$ cat src/rtl/rv32_instr_encoder.sv
// Encodes decoded RV32I field sets into 32-bit instruction words and streams
// them through a small first-word-fall-through FIFO into instruction memory.
module rv32_instr_encoder #(
    parameter int unsigned DEPTH = 4,
    parameter int unsigned AW    = 12
) (
    input  logic          clk,
    input  logic          rst_n,
    input  logic          load_start,
    input  logic [AW-1:0] load_base,
    input  logic          in_valid,
    output logic          in_ready,
    input  logic          in_last,
    input  logic [4:0]    in_op,
    input  logic [2:0]    in_funct3,
    input  logic          in_funct7_6,
    input  logic [4:0]    in_rd,
    input  logic [4:0]    in_rs1,
    input  logic [4:0]    in_rs2,
    input  logic [31:0]   in_imm,
    output logic          imem_req,
    output logic [AW-1:0] imem_addr,
    output logic [31:0]   imem_wdata,
    input  logic          imem_gnt,
    output logic          done,
    output logic          err_illegal,
    output logic [15:0]   wr_count
);

    localparam int unsigned PW = (DEPTH > 1) ? $clog2(DEPTH) : 1;
    localparam int unsigned CW = PW + 1;

    localparam logic [4:0] OP_LOAD   = 5'b00000;
    localparam logic [4:0] OP_IMM    = 5'b00100;
    localparam logic [4:0] OP_AUIPC  = 5'b00101;
    localparam logic [4:0] OP_STORE  = 5'b01000;
    localparam logic [4:0] OP_REG    = 5'b01100;
    localparam logic [4:0] OP_LUI    = 5'b01101;
    localparam logic [4:0] OP_BRANCH = 5'b11000;
    localparam logic [4:0] OP_JALR   = 5'b11001;
    localparam logic [4:0] OP_JAL    = 5'b11011;

    typedef enum logic [1:0] {
        S_IDLE,
        S_RUN,
        S_FLUSH,
        S_DONE
    } state_e;

    state_e         state_q, state_d;
    logic [AW-1:0]  addr_q, addr_d;
    logic [15:0]    wr_count_q, wr_count_d;
    logic           err_q, err_d;
    logic [PW-1:0]  wr_ptr_q, wr_ptr_d;
    logic [PW-1:0]  rd_ptr_q, rd_ptr_d;
    logic [CW-1:0]  count_q, count_d;
    logic [31:0]    mem_q [DEPTH];

    logic [24:0]    enc_body;
    logic           enc_legal;
    logic [31:0]    enc_word;
    logic           fifo_full;
    logic           fifo_empty;
    logic           accept;
    logic           push;
    logic           pop;

    // Field packing for everything above instr[6:0]
    always_comb begin
        enc_body  = 25'h0;
        enc_legal = 1'b1;
        case (in_op)
            OP_REG:    enc_body = {1'b0, in_funct7_6, 5'b0, in_rs2, in_rs1, in_funct3, in_rd};
            OP_IMM: begin
                if (in_funct3 == 3'b001 || in_funct3 == 3'b101)
                    enc_body = {1'b0, in_funct7_6, 5'b0, in_imm[4:0], in_rs1, in_funct3, in_rd};
                else
                    enc_body = {in_imm[11:0], in_rs1, in_funct3, in_rd};
            end
            OP_LOAD:   enc_body = {in_imm[11:0], in_rs1, in_funct3, in_rd};
            OP_JALR:   enc_body = {in_imm[11:0], in_rs1, 3'b000, in_rd};
            OP_STORE:  enc_body = {in_imm[11:5], in_rs2, in_rs1, in_funct3, in_imm[4:0]};
            OP_BRANCH: enc_body = {in_imm[12], in_imm[10:5], in_rs2, in_rs1, in_funct3,
                                   in_imm[4:1], in_imm[11]};
            OP_LUI,
            OP_AUIPC:  enc_body = {in_imm[31:12], in_rd};
            OP_JAL:    enc_body = {in_imm[20], in_imm[10:1], in_imm[11], in_imm[19:12], in_rd};
            default:   enc_legal = 1'b0;
        endcase
    end

    assign enc_word   = {enc_body, in_op, 2'b11};
    assign fifo_full  = (count_q == CW'(DEPTH));
    assign fifo_empty = (count_q == CW'(0));
    assign in_ready   = (state_q == S_RUN) && !fifo_full;
    assign accept     = in_valid && in_ready;
    assign push       = accept && enc_legal;
    assign pop        = !fifo_empty && imem_gnt;

    assign imem_req    = !fifo_empty;
    assign imem_addr   = addr_q;
    assign imem_wdata  = fifo_empty ? 32'h0 : mem_q[rd_ptr_q];
    assign done        = (state_q == S_DONE);
    assign err_illegal = err_q;
    assign wr_count    = wr_count_q;

    // Next-state: FIFO bookkeeping first, session control may override addr/count
    always_comb begin
        state_d    = state_q;
        addr_d     = addr_q;
        wr_count_d = wr_count_q;
        err_d      = err_q;
        wr_ptr_d   = wr_ptr_q;
        rd_ptr_d   = rd_ptr_q;
        count_d    = count_q;

        if (pop) begin
            rd_ptr_d = rd_ptr_q + PW'(1);
            addr_d   = addr_q + AW'(4);
            if (wr_count_q != 16'hFFFF)
                wr_count_d = wr_count_q + 16'd1;
        end
        if (push)
            wr_ptr_d = wr_ptr_q + PW'(1);

        case ({push, pop})
            2'b10:   count_d = count_q + CW'(1);
            2'b01:   count_d = count_q - CW'(1);
            default: count_d = count_q;
        endcase

        case (state_q)
            S_IDLE: begin
                if (load_start) begin
                    state_d    = S_RUN;
                    addr_d     = load_base & ~AW'(3);
                    wr_count_d = 16'h0;
                    err_d      = 1'b0;
                end
            end
            S_RUN: begin
                if (accept) begin
                    if (!enc_legal)
                        err_d = 1'b1;
                    if (in_last)
                        state_d = S_FLUSH;
                end
            end
            S_FLUSH: begin
                if (fifo_empty)
                    state_d = S_DONE;
            end
            S_DONE:  state_d = S_IDLE;
            default: state_d = S_IDLE;
        endcase
    end

    always_ff @(posedge clk or negedge rst_n) begin
        if (!rst_n) begin
            state_q    <= S_IDLE;
            addr_q     <= '0;
            wr_count_q <= 16'h0;
            err_q      <= 1'b0;
            wr_ptr_q   <= '0;
            rd_ptr_q   <= '0;
            count_q    <= '0;
        end else begin
            state_q    <= state_d;
            addr_q     <= addr_d;
            wr_count_q <= wr_count_d;
            err_q      <= err_d;
            wr_ptr_q   <= wr_ptr_d;
            rd_ptr_q   <= rd_ptr_d;
            count_q    <= count_d;
        end
    end

    // Storage needs no reset: the head is masked while the FIFO is empty
    always_ff @(posedge clk) begin
        if (push)
            mem_q[wr_ptr_q] <= enc_word;
    end

endmodule

$ cat config.mk
export PLATFORM = sky130hd
export DESIGN_NAME = rv32_instr_encoder
export DESIGN_NICKNAME = d
export VERILOG_FILES = /design/src/rtl/rv32_instr_encoder.sv
export SDC_FILE = /design/constraint.sdc
export NUM_CORES = 1
export LEC_CHECK = 0
export ABC_AREA = 1
export BUFFER_PORTS_ARGS = -buffer_cell sky130_fd_sc_hd__buf_2
export CORE_MARGIN = 8
export CORE_UTILIZATION = 51
export CTS_CLUSTER_DIAMETER = 40
export DETAILED_ROUTE_END_ITERATION = 10
export PLACE_DENSITY = 0.74
export REMOVE_ABC_BUFFERS = 1
export SETUP_SLACK_MARGIN = 0.2
export SKIP_LAST_GASP = 1
export SYNTH_ARGS = -nofsm -noshare
export SYNTH_HDL_FRONTEND = slang
export SYNTH_SLANG_ARGS = --single-unit
$ cat constraint.sdc
create_clock -name clk -period 4.4 [get_ports clk]
set_input_delay 0.22 -clock clk [delete_from_list [all_inputs] [get_ports clk]]
set_output_delay 0.22 -clock clk [all_outputs]
set_load 0.05 [all_outputs]
### Word level (Yosys, flattened, before mapping)

Memories as Yosys holds them, arrays and structs flattened.
Cells that the tools add are included.

| word-level totals | value |
|---|---|
| RAM bits | 120 |
| input bits | 74 |
| memories | 1 |
| output and inout port bits | 64 |
| bits in registers | 38 |
| word-level logic and storage cells | 75 |

| operators by class | value |
|---|---|
| $add $sub $neg | 6 |
| mux-type cells | 23 |
| equal/unequal tests | 22 |
| reduce and logical (&&, ||, !) cells | 16 |

Memories:

| memory | words | bits a word | read ports | clocked after Yosys merged registers in | write ports | RTL line | RTL |
|---|---|---|---|---|---|---|---|
| mem_q | 4 | 30 | 1 | 0 | 1 | 57 | `logic [31:0] mem_q [DEPTH];` |

Operators with widths:

| operator | count |
|---|---|
| 25-bit one-hot mux with 8 select lines | 1 |
| 16-bit 2-to-1 mux | 4 |
| 12-bit 2-to-1 mux | 3 |
| 32-bit 2-to-1 mux | 1 |
| 25-bit 2-to-1 mux | 1 |
| 16-bit by 1-bit adder with 16-bit output, second input constant | 1 |
| 16-bit inequality test, second input constant | 1 |
| 5-bit by 4-bit == test with 1-bit output, second input constant | 3 |
| 5-bit == test, second input constant | 3 |
| 12-bit by 3-bit adder with 12-bit output, second input constant | 1 |
| 5-bit by 3-bit == test with 1-bit output, second input constant | 2 |
| 2-bit inequality test, second input constant | 5 |
| 9-bit OR reduction | 1 |
| 2-bit 2-to-1 mux | 4 |
| 2-bit one-hot mux with 4 select lines | 1 |
| 4-bit AND reduction | 2 |
| 2-bit == test, second input constant | 3 |
| 3-bit == test, second input constant | 2 |
| 1-bit 2-to-1 mux | 6 |
| 3-bit one-hot mux with 2 select lines | 1 |
| 5-bit zero test | 1 |
| 2-bit by 1-bit adder with 2-bit output, second input constant | 2 |
| 2-bit by 1-bit == test with 1-bit output, second input constant | 2 |
| 1-bit logical AND | 4 |
| other kinds (10) | 12 |

### Longest topological paths before layout

| depth | value |
|---|---|
| depth after elaboration | 7 |
| gate-level depth with buffers | 13 |
| mapped depth without buffers | 13 |

### Worst setup path after synthesis

No wires, ideal clock.

| timing | value |
|---|---|
| path kind | input to register |
| start | in in_op[4] |
| end | mem mem_q[0][0] (netlist name) (enable) |
| path slack | 2.247 ns |
| stages on the path | 8 |
| library setup time | 0.393 ns |
| data required time | 4.007 ns |
| buffers on the path | 1 |
| arrival time | 1.760 ns |
| cell sequence | buf_4 nor2_1 nand2_1 nand2_4 nor2_4 nand2_4 nand2_4 nor2_2 |

| between the ends | value |
|---|---|
| cells in the longest elaborated chain, start to end | 6 |
| elaborated cells between the ends (all ways) | 14 |
| those cells by class | eq/ne (8); mux (3); reduce/logical (3) |

RTL lines:

| what | RTL line | RTL |
|---|---|---|
| start: declaration | 14 | `input logic [4:0] in_op,` |
| 5-bit by 3-bit == test with 1-bit output (tied with other cells) | 72 | `case (in_op)` |
| 9-bit OR reduction (no line) * | - |  |
| 1-bit 2-to-1 mux * | 72 |  |
| 1-bit logical AND * | 97 | `assign push = accept && enc_legal;` |
| 1-bit 2-to-1 mux * | 180 | `if (push)` |
| 1-bit 2-to-1 mux (implied by the code) * | 181 | `mem_q[wr_ptr_q] <= enc_word;` |
| end: declaration | 57 |  |

Every way passes the cells marked *; elsewhere a longest branch is shown, timed or not.

### Worst setup path after layout

| timing | value |
|---|---|
| start | reg count_q[0] |
| end | out imem_wdata[31] |

| between the ends | value |
|---|---|
| cells in the longest elaborated chain, start to end | 2 |

RTL lines:

| what | RTL line | RTL |
|---|---|---|
| start: declaration | 56 | `logic [CW-1:0] count_q, count_d;` |
| start signal: assignment | 174 | `count_q <= count_d;` |
| 3-bit zero test | 94 | `assign fifo_empty = (count_q == CW'(0));` |
| 32-bit 2-to-1 mux | 102 | `assign imem_wdata = fifo_empty ? 32'h0 : mem_q[rd_ptr_q];` |
| end: declaration | 23 | `output logic [31:0] imem_wdata,` |

Every way passes these cells.

==> key figures <==
Detailed routing
  • Initial DRC Count: ~330
  • Number of remaining DRC errors: 0
  • Wire per inst: around 16 um
  • ANT nets after route: 0
  • Final WL: 18.4 mm
  • Number of vias in the routed layout: 5977
  • DR vias/cell: 5.22
  • First-pass DRT Iterations: 5

Clocking
  • Post-CTS Setup Inserts: 0
  • Clock sinks: approximately 160
  • Clock Tree Buf Depth: 2
  • Clk slew on worst S/H paths: 60 ps
  • Worst-Skew Late Latency: 430 ps
  • CTS H-tree lvls: 4
  • Root buf cell: clkbuf_16
  • TritonCTS clock tree: done
  • CTS Buf Count: 17

Placed design
  • Final HPWL DP: 12.1 mm
  • Place WS: 1940 ps
  • Dpl cell area: 0.00847 mm2
  • Placed cells: about 1100
  • IO buf count: 133
  • GP Congestion: 0.894

Critical path
  • Setup CP Type: reg -> out
  • CP Launch Type: flip-flop
  • Reg2reg setup slack: 2130 ps
  • Req. time, crit path: 4180 ps
  • CP endpoint kind: output port
  • CP arrival: 2550 ps
  • Worst flop-to-flop path startpoint: count_q[0]
  • R2R cell count: 8
  • Reg2reg end: count_q[2]
  • Crit Path Max Fanout: 30

Synthesis
  • Sequential area share after synthesis: 58.7%
  • Mapped Cells: 816
  • EDFF count, synth: 120
  • Synthesized area per cell: 9.41 um2
  • Count of different cell masters after synthesis: 42
  • Ys async rst share: 23.1%
  • Synth area leaders: edfxtp_1, dfrtp_1, nor2_1, nand2_1, o21ai_0
  • Top-count cell post-synth: nor2_1
  • Post-Syn Area: 0.00768 mm2
  • Area leader, netlist: edfxtp_1
  • Top FF cell, synth: edfxtp_1
  • Number of synthesis warnings: 0
  • Yosys reg bits: about 160
  • Area fraction of the dominant cell type after synthesis: 46.9%
  • Synth cell count leaders: nor2_1, nand2_1, edfxtp_1

Layout
  • Antenna diodes: 0
  • Synth-to-Final Area Change: 18.0%
  • Fillers: 1267
  • Cell area after layout: 0.00906 mm2
  • Fin nets: 1031
  • Ratio of cells with drive above 1 in the final layout: 21.8%
  • Post-route insts no fill: 1146

Power and ir drop
  • Internal: 3.36 mW
  • Net Sw Frac: 48.4%
  • Clk pwr share: a little over a fifth
  • Net Switching: between 3 and 4 mW
  • Pwr Total: 6.52 mW
  • Static Leak: slightly below 4 nW
  • Logic pwr share: 49.0%
  • PD cells: 720 mW/mm2
  • Flop pwr share: 29.8%
  • Peak supply drop: 0.000516 V

Timing
  • Period utilization: 63.0%
  • RSZ-0062 raised after global routing: false
  • Total negative setup slack: 0 ps
  • Relative slew slack: 16.1%
  • Fmax: 0.361 GHz
  • Final hold vios: 0
  • Setup slack after layout: about 1600 ps
  • Measured slew at the worst slew-check pin: 1260 ps
  • Fin. max-slew vios: 0
  • Min Tclk post-route: 2770 ps
  • Clock Skews: approximately 8.0 ps
  • Final setup violating endpoints: 0

Worst hold path
  • Worst min-delay path startpoint: load_base[6]
  • Hold EP: imem_addr[6]
  • Hold Crit Class: in -> reg
  • Worst hold path depth: 3

Global route
  • Vias in the first global route: 5957
  • GRT Overall Usage: 19.6%
  • Largest net degree at the start of global routing: 62
  • First-pass GRT wire length: 30.1 mm
  • Grt total ovfl: 0
  • Initial antenna violation count: 0

Floorplan
  • Row count: 45
  • Io pins: 138
  • Chip Width: 139 um
  • Die Area: 0.0192 mm2
  • Core area: ~0.015 mm2
  • Initial Util: 51.3%
  • Chip Height: 139 um

Job
  • Number of max-cap violations: 0

Run status
  • Outcome: finished, final reports clean
## layer usage
| layer | track usage [%] | share of wire, % | vias up |
|---|---|---|---|
| li1 | - | - | 2969 |
| met1 | 23.6 | 43 | 2773 |
| met2 | 32.5 | 48 | 213 |
| met3 | 6.30 | 7.7 | 22 |
| met4 | 6.53 | 1.3 | 0 |
| met5 | 0 | 0 | - |
## placed cells by master, fill, tap and decap left out, types with 9 or more instances in the layout
master / n
nor2_2: 9
edfxtp_1: 120
o21ai_1: 11
nand3_1: 34
ha_1: 11
o21ai_0: 80
buf_2: 133
clkbuf_16: 20
nand2_1: 129
a21oi_1: 39
nor2_1: 174
inv_1: 68
dfrtp_1: 35
## worst max-delay path by stage
| stage | slack [ps] | to | from | cells past startpoint |
|---|---|---|---|---|
| final | 1630 | imem_wdata[31] | count_q[0] | 5 |
| after global routing | 1490 | imem_wdata[31] | count_q[0] | 5 |
| after CTS | 1560 | imem_wdata[31] | count_q[0] | 5 |
| after detailed placement | 1940 | mem_q[2][24] | in_op[3] | 10 |
| after global placement | 1940 | mem_q[2][24] | in_op[3] | 10 |
| after floorplan | 1680 | imem_wdata[10] | rd_ptr_q[0] | 3 |
## power groups by stage
stage	Sequential [mW]	Clock (mW)	Combinational (mW)
floorplan	2.35	0	1.99
global placement	1.96	0	3.17
detailed placement	1.96	0	3.22
CTS	1.94	1.40	3.23
global route	1.97	1.46	3.48
finish	1.94	1.38	3.20
## worst max-delay path, stage by stage (launching register included)
cell	delay [ps]
dfrtp_1	430
nor2_4	210
nand2_4	100
inv_1	890
a21oi_1	190
buf_2	300
## metrics by stage
stage,hold WS [ps],util [%]
floorplan,-75.6,-
global placement,368,56.5
detailed placement,373,56.5
CTS,2.59,60.5
global route,13.1,60.5
finish,14.3,60.5
## registers in the layout (all words and copies together) (netlist names)
register,count
err_illegal,1
state_q,2
wr_ptr_q,2
rd_ptr_q,2
imem_addr,10
wr_count,16
mem_q,120
count_q,3
## timing repair
item / 4_1_cts / 5_1_grt
hold buffers: 3 / 0
endpoints found under the hold margin: 38 / 0
resized for setup: 0 / 0
## logic make-up after synthesis
logic type	count (synthesis)	synth area share, %
buf+inv	108	5.83
compound gates	147	10.5
other cells	1	0.0488
xor+xnor	10	1.14
fa+ha+maj	12	2.05
flops	156	58.7
simple gates	382	21.8
## final cells by class
class	count	area [um2]	share of cell area, %
Inverter	74	278	3.06
Sequential cell	156	4510	49.7
Clock buffer	28	541	5.96
Multi-Input combinational cell	553	2730	30.1
Tap cell	188	235	2.59
Timing Repair Buffer	143	748	8.25
Clock inverter	4	26.3	0.290
No activity file was read; power rests on OpenSTA's default activity.
